### src/rtl/mc_mips_core.sv
// Multicycle MIPS core: main-control FSM, ALU decode and a 32-bit datapath sharing
// one instruction/data memory port, with a ready handshake for variable-latency memory.
module mc_mips_core #(
  parameter logic [31:0] RESET_PC = 32'h0000_0000,
  parameter int          NREGS    = 32
) (
  input  logic        clk,
  input  logic        reset,
  output logic [31:0] adr,
  output logic [31:0] writedata,
  output logic        memread,
  output logic        memwrite,
  input  logic [31:0] readdata,
  input  logic        memready,
  output logic [31:0] pc,
  output logic [3:0]  state,
  output logic        illegal
);
  localparam int RW = $clog2(NREGS);

  localparam logic [5:0] OP_R    = 6'h00;
  localparam logic [5:0] OP_J    = 6'h02;
  localparam logic [5:0] OP_BEQ  = 6'h04;
  localparam logic [5:0] OP_BNE  = 6'h05;
  localparam logic [5:0] OP_ADDI = 6'h08;
  localparam logic [5:0] OP_ANDI = 6'h0C;
  localparam logic [5:0] OP_ORI  = 6'h0D;
  localparam logic [5:0] OP_LW   = 6'h23;
  localparam logic [5:0] OP_SW   = 6'h2B;

  localparam logic [5:0] F_ADD = 6'h20;
  localparam logic [5:0] F_SUB = 6'h22;
  localparam logic [5:0] F_AND = 6'h24;
  localparam logic [5:0] F_OR  = 6'h25;
  localparam logic [5:0] F_SLT = 6'h2A;

  typedef enum logic [3:0] {
    FETCH = 4'd0, DECODE = 4'd1, MEMADR = 4'd2, MEMRD = 4'd3, MEMWB = 4'd4, MEMWR = 4'd5,
    REX = 4'd6, RWB = 4'd7, BEX = 4'd8, IEX = 4'd9, IWB = 4'd10, JEX = 4'd11
  } state_t;

  state_t              st, st_nx;
  logic [31:0]         pc_r, ir, a, b, alu_out, mdr;
  logic                illegal_r;
  logic [31:0]         rf [NREGS];
  logic [5:0]          op, funct;
  logic [RW-1:0]       rs, rt, rd;
  logic signed [31:0]  simm;
  logic [31:0]         zimm, i_res, diff;
  logic                op_ok, funct_ok, take;
  logic                we;
  logic [RW-1:0]       wa;
  logic [31:0]         wd;

  function automatic logic [31:0] r_alu(input logic [5:0] f, input logic [31:0] x,
                                        input logic [31:0] y);
    case (f)
      F_ADD:   return x + y;
      F_SUB:   return x - y;
      F_AND:   return x & y;
      F_OR:    return x | y;
      F_SLT:   return ($signed(x) < $signed(y)) ? 32'd1 : 32'd0;
      default: return 32'd0;
    endcase
  endfunction

  // Register indices wrap modulo NREGS by keeping only the low RW bits of each field.
  assign op       = ir[31:26];
  assign funct    = ir[5:0];
  assign rs       = ir[21 +: RW];
  assign rt       = ir[16 +: RW];
  assign rd       = ir[11 +: RW];
  assign simm     = $signed({{16{ir[15]}}, ir[15:0]});
  assign zimm     = {16'h0000, ir[15:0]};
  assign op_ok    = op inside {OP_R, OP_J, OP_BEQ, OP_BNE, OP_ADDI, OP_ANDI, OP_ORI, OP_LW, OP_SW};
  assign funct_ok = funct inside {F_ADD, F_SUB, F_AND, F_OR, F_SLT};
  assign diff     = a - b;
  assign take     = ((op == OP_BEQ) && (diff == 32'd0)) || ((op == OP_BNE) && (diff != 32'd0));

  assign pc        = pc_r;
  assign state     = st;
  assign illegal   = illegal_r;
  assign writedata = b;

  always_comb begin
    i_res = 32'd0;
    case (op)
      OP_ADDI: i_res = a + $unsigned(simm);
      OP_ANDI: i_res = a & zimm;
      OP_ORI:  i_res = a | zimm;
      default: i_res = 32'd0;
    endcase
  end

  always_comb begin
    we = 1'b0;
    wa = rt;
    wd = alu_out;
    case (st)
      MEMWB:   begin we = 1'b1; wa = rt; wd = mdr;     end
      RWB:     begin we = 1'b1; wa = rd; wd = alu_out; end
      IWB:     begin we = 1'b1; wa = rt; wd = alu_out; end
      default: we = 1'b0;
    endcase
  end

  always_comb begin
    st_nx    = st;
    memread  = 1'b0;
    memwrite = 1'b0;
    adr      = alu_out;
    case (st)
      FETCH: begin
        adr     = pc_r;
        memread = 1'b1;
        if (memready) st_nx = DECODE;
      end
      DECODE: begin
        case (op)
          OP_LW, OP_SW:             st_nx = MEMADR;
          OP_R:                     st_nx = REX;
          OP_BEQ, OP_BNE:           st_nx = BEX;
          OP_ADDI, OP_ANDI, OP_ORI: st_nx = IEX;
          OP_J:                     st_nx = JEX;
          default:                  st_nx = FETCH;
        endcase
      end
      MEMADR: st_nx = (op == OP_LW) ? MEMRD : MEMWR;
      MEMRD: begin
        memread = 1'b1;
        if (memready) st_nx = MEMWB;
      end
      MEMWR: begin
        memwrite = 1'b1;
        if (memready) st_nx = FETCH;
      end
      REX:     st_nx = funct_ok ? RWB : FETCH;
      IEX:     st_nx = IWB;
      default: st_nx = FETCH;
    endcase
    // The FSM already sits in FETCH during reset; keep the bus idle until release.
    if (reset) begin
      memread  = 1'b0;
      memwrite = 1'b0;
    end
  end

  always_ff @(posedge clk or posedge reset) begin
    if (reset) begin
      st        <= FETCH;
      pc_r      <= RESET_PC;
      illegal_r <= 1'b0;
      ir        <= 32'd0;
      a         <= 32'd0;
      b         <= 32'd0;
      alu_out   <= 32'd0;
      mdr       <= 32'd0;
      for (int i = 0; i < NREGS; i++) rf[i] <= 32'd0;
    end else begin
      st <= st_nx;
      case (st)
        FETCH: if (memready) begin
          ir   <= readdata;
          pc_r <= pc_r + 32'd4;
        end
        DECODE: begin
          a       <= rf[rs];
          b       <= rf[rt];
          alu_out <= pc_r + $unsigned(simm <<< 2);
          if (!op_ok) illegal_r <= 1'b1;
        end
        MEMADR: alu_out <= a + $unsigned(simm);
        MEMRD:  if (memready) mdr <= readdata;
        REX: begin
          alu_out <= r_alu(funct, a, b);
          if (!funct_ok) illegal_r <= 1'b1;
        end
        BEX:     if (take) pc_r <= alu_out;
        IEX:     alu_out <= i_res;
        JEX:     pc_r <= {pc_r[31:28], ir[25:0], 2'b00};
        default: ;
      endcase
      // Register 0 is never written, so it reads as zero.
      if (we && (wa != '0)) rf[wa] <= wd;
    end
  end
endmodule

### config.mk
export PLATFORM = sky130hd
export DESIGN_NAME = mc_mips_core
export DESIGN_NICKNAME = d
export VERILOG_FILES = /design/src/rtl/mc_mips_core.sv
export SDC_FILE = /design/constraint.sdc
export NUM_CORES = 2
export LEC_CHECK = 0
export CAP_MARGIN = 0
export CORE_ASPECT_RATIO = 0.6
export CORE_MARGIN = 2
export CORE_UTILIZATION = 30
export DETAILED_ROUTE_END_ITERATION = 8
export DONT_BUFFER_PORTS = 1
export PLACE_DENSITY_LB_ADDON = 0.2
export REMOVE_ABC_BUFFERS = 1
export SYNTH_ARGS = -nofsm -noshare
export SYNTH_HDL_FRONTEND = slang
export SYNTH_SLANG_ARGS = --single-unit
### constraint.sdc
create_clock -name clk -period 63.7 [get_ports clk]
set_clock_uncertainty 0.05 [all_clocks]
set_input_delay 15.925 -clock clk [delete_from_list [all_inputs] [get_ports clk]]
set_output_delay 15.925 -clock clk [all_outputs]
set_load 0.02 [all_outputs]
======== Word level (Yosys, flattened, before mapping) ========
Index checks and enable logic that the tools add are counted.
word-level totals
  register bits after elaboration ......... 1221
  input bits .............................. 35
  output and inout port bits .............. 103
  logic and storage cells ................. 150
operators by class
  add/sub/neg operators ................... 5
  magnitude comparators ................... 5
  eq/ne operators ......................... 30
  multiplexer cells ....................... 34
  bitwise logic cells ..................... 8
  reduce and logical (&&, ||, !) cells .... 27
operators with widths
  kind                     number
  $bwmux W1024             1
  $bmux W32 S5             2
  $mux W32                 9
  $pmux W32 S3             2
  $demux W32 S5            1
  $pmux W32 S5             1
  $pmux W32 S4             1
  $add A32 B32 Y32         3
  $eq A6 B6 Y1 const B     7
  $add A32 B3 Y32 const B  1
  $and A32 B16 Y32         1
  $and A32 B32 Y32         1
  $logic_not A32 Y1        1
  $lt A32 B32 Y1           1
  $or A32 B16 Y32          1
  $or A32 B32 Y32          1
  $reduce_bool A32 Y1      1
  $sub A32 B32 Y32         1
  $pmux W4 S7              1
  $pmux W4 S5              1
  $eq A6 B4 Y1 const B     3
  $ge A6 B6 Y1 const B     3
  $not A5 Y6               3
  $eq A4 B3 Y1 const B     4
  other kinds (27)         58

======== Logic depth before layout (Yosys ltp) ========
  depth in word-level cells ............... 8
  gate-level depth with buffers ........... 16
  mapped depth without buffers ............ 15

======== Worst setup path after synthesis ========
No wires, ideal clock.
  path type ............................... input to output
  start ................................... input reset
  end ..................................... output memread
  arrival ................................. 16644 ps
  data required time ...................... 47725 ps
  setup slack ............................. 31081 ps
  cell stages on the path ................. 1
  path buffers ............................ 0
  path through ............................ nor4_1
on the way
  word-level cells in the longest chain between the ends .. 1
RTL lines
  element             line  RTL
  start: declaration  8     input logic reset,
  $mux W1             142   if (reset) begin
  end: declaration    11    output logic memread,
Every way passes these cells.

======== Worst setup path after layout ========
Ends and elaborated chain as after synthesis.

==> flow_metrics.py <==
metrics = {
    "outcome": {
        "outcome": "completed",
    },
    "layout": {
        "area_growth_pct": 11.5,
        "postLayoutCoreUtil": 0.336,
        "layout_common_cells": "dfrtp_1, a21oi_1, nand2_1",
        "final_nets": 6464,
        "fillers": 23300,
        "final_cells": 9476,
        "layout-drive-gt1-share": 0.186,
        "final_common_cell": "dfrtp_1",
    },
    "min_path": {
        "hp-start": "rf[996]",
        "whs_path_depth": 0,
        "hold_path.class": "flip-flop to flip-flop",
        "hold_end": "rf[996]",
    },
    "routing": {
        "drt_iter0_markers": 5998,
        "ant_nets": 0,
        "via_count": 53700,
        "viasPerCell": 5.67,
        "wl_per_cell_um": 29.6,
        "first_pass_iters": 7,
        "drcViolationCount": 0,
        "drt_wl_total_mm": 281,
    },
    "clock_network": {
        "cts_max_level": 4,
        "insertion_delay_ps": 820,
        "hold_buffers": 0,
        "cts.path.max_buffers": 4,
        "cts_resized": 0,
        "cts_buffers": 138,
        "post_cts_buffers": 0,
        "cts_tree": "built",
        "clk_pin_slew_ps": 60,
        "clock_sinks": 1221,
        "root_buffer": "clkbuf_16",
    },
    "floorplanning": {
        "dieArea_um2": 237000,
        "ios": 138,
        "initial_core_util": 0.301,
        "die_h_um": 378,
        "fp-row-count": 137,
        "coreArea_um2": 232000,
        "die_x_um": 626,
    },
    "synth": {
        "synth_ff_type": "dfrtp_1",
        "synth_largest_area_cell": "dfrtp_1",
        "syn_area_per_cell_um2": 10.6,
        "ys_seq_area_frac": 0.438,
        "synth_cells": 6551,
        "ys_ff_latch": 1221,
        "synth_top_area_share": 0.438,
        "ys_types": 102,
        "async_flop_share": 1.00,
        "synth_warnings": 0,
        "synth_area_leaders": "dfrtp_1, mux4_2, a21oi_1",
        "syn_area_um2": 69800,
        "synth_edf_count": 0,
    },
    "sta": {
        "worstMarginPinSlew_ps": 1200,
        "holdWs_ps": 342,
        "period_share": 0.513,
        "fmax_ghz": 0.0306,
        "setup_viol": 0,
        "hold_viol": 0,
        "period_minus_slack_ps": 32660,
        "slew_headroom": 0.195,
        "tns_ps": 0,
        "slew_violations": 0,
        "rsz0062_at_grt": "no",
    },
    "setup_path": {
        "crit_required_ps": 47730,
        "r2r_setup_slack_ps": 56880,
        "crit-reg2reg-capture": "pc[13]",
        "critPathKind": "input pin to output port",
        "reg2regPathDepth": 14,
        "crit_family": "simple AND/OR/NAND/NOR gates",
        "arrival_ps": 16680,
        "rr_startpoint": "writedata[14]",
        "start_kind": "input pin",
        "slowest_delay_ps": 760,
        "crit_path_top_delay_cell": "nor4_1",
        "path_cells": "nor4_1",
        "cp_max_fo": 3,
        "crit_buf_inv": 0,
        "critPathCaptureType": "output port",
    },
    "place": {
        "post-place-cells": 9239,
        "detailed_place_hpwl_mm": 181,
        "gp_congestion": 0.953,
        "portBuffers": 0,
    },
    "power": {
        "internal-power_mw": 2.43,
        "p_leak_nw": 32.7,
        "irDropWorstVdd_v": 0.0000365,
        "power_switching_mw": 2.09,
        "p_total_mw": 4.51,
        "p_comb_frac": 0.503,
        "p_sw_frac": 0.463,
        "seqPwrFrac": 0.309,
        "clkPwrFrac": 0.188,
        "p_per_area_nw_per_um2": 58.0,
    },
    "flow_run": {
        "drv_cap": 0,
    },
    "global_routing": {
        "grt_pass1_vias": 51400,
        "gr-usage-all-layers": 0.235,
        "grt_max_degree": 174,
        "gr-total-overflow": 0,
        "grt_pass1_wl_mm": 401,
        "antenna_found_initial": 7,
    },
}
## per-stage QoR
stage               setup slack [ps]  area (um2)
floorplan                      13320       67400
CTS                            31030       77800
global placement               31040       73200
global route                   30990       77800
finish                         31040       77800
detailed placement             31030       73200
## power groups by stage
stage | sequential, mW | combinational (mW) | clock [mW]
final | 1.39 | 2.27 | 0.848
after global routing | 1.43 | 2.43 | 0.900
after CTS | 1.39 | 2.25 | 0.865
after detailed placement | 1.40 | 2.24 | 0
after global placement | 1.39 | 2.23 | 0
after floorplan | 1.37 | 1.52 | 0
## synthesized netlist by cell type (44+ instances only)
master / instances
a21o_1: 44
a21oi_1: 782
buf_1: 67
clkbuf_1: 518
dfrtp_1: 1221
ha_1: 173
inv_1: 126
mux2i_1: 115
mux4_2: 640
nand2_1: 763
nor2_1: 766
nor3_1: 49
o21ai_0: 582
o22ai_1: 52
xnor2_1: 79
## sequential cells by signal, indices dropped and copies added (netlist names)
register,cells
a,32
alu_out,32
illegal,1
ir,32
mdr,32
pc,32
rf,1024
state,4
writedata,32
## how the worst max path moves through the flow
stage                     startpoint  endpoint  cells after the start
after floorplan                reset      a[0]                      1
after detailed placement       reset   memread                      1
after global routing           reset   memread                      1
after global placement         reset   memread                      1
final                          reset   memread                      1
after CTS                      reset   memread                      1
## cell families after synthesis
family	synth area share
compound gates	0.143
xor+xnor	0.0124
fa+ha+maj	0.0322
buf+inv	0.0401
mux	0.230
flops	0.438
simple gates	0.105
## layer usage
| metal | vias to the layer above | global-route usage | share of wire |
|---|---|---|---|
| li1 | 23200 | - | - |
| met1 | 27900 | 0.345 | 0.46 |
| met2 | 2131 | 0.350 | 0.44 |
| met3 | 394 | 0.0460 | 0.076 |
| met4 | 4 | 0.0649 | 0.030 |
| met5 | - | 0 | 0.000096 |
## layout make-up
type | count | area [um2] | share of cell area
antenna | 5 | 12.5 | 0.000161
clock buffer | 200 | 4190 | 0.0539
clock inverter | 32 | 444 | 0.00571
inverter | 133 | 512 | 0.00658
multi-input combinational | 4598 | 36900 | 0.474
sequential | 1221 | 30600 | 0.393
tap | 3127 | 3910 | 0.0503
timing repair buffer | 160 | 1260 | 0.0162
No activity file was read; power rests on OpenSTA's default activity.
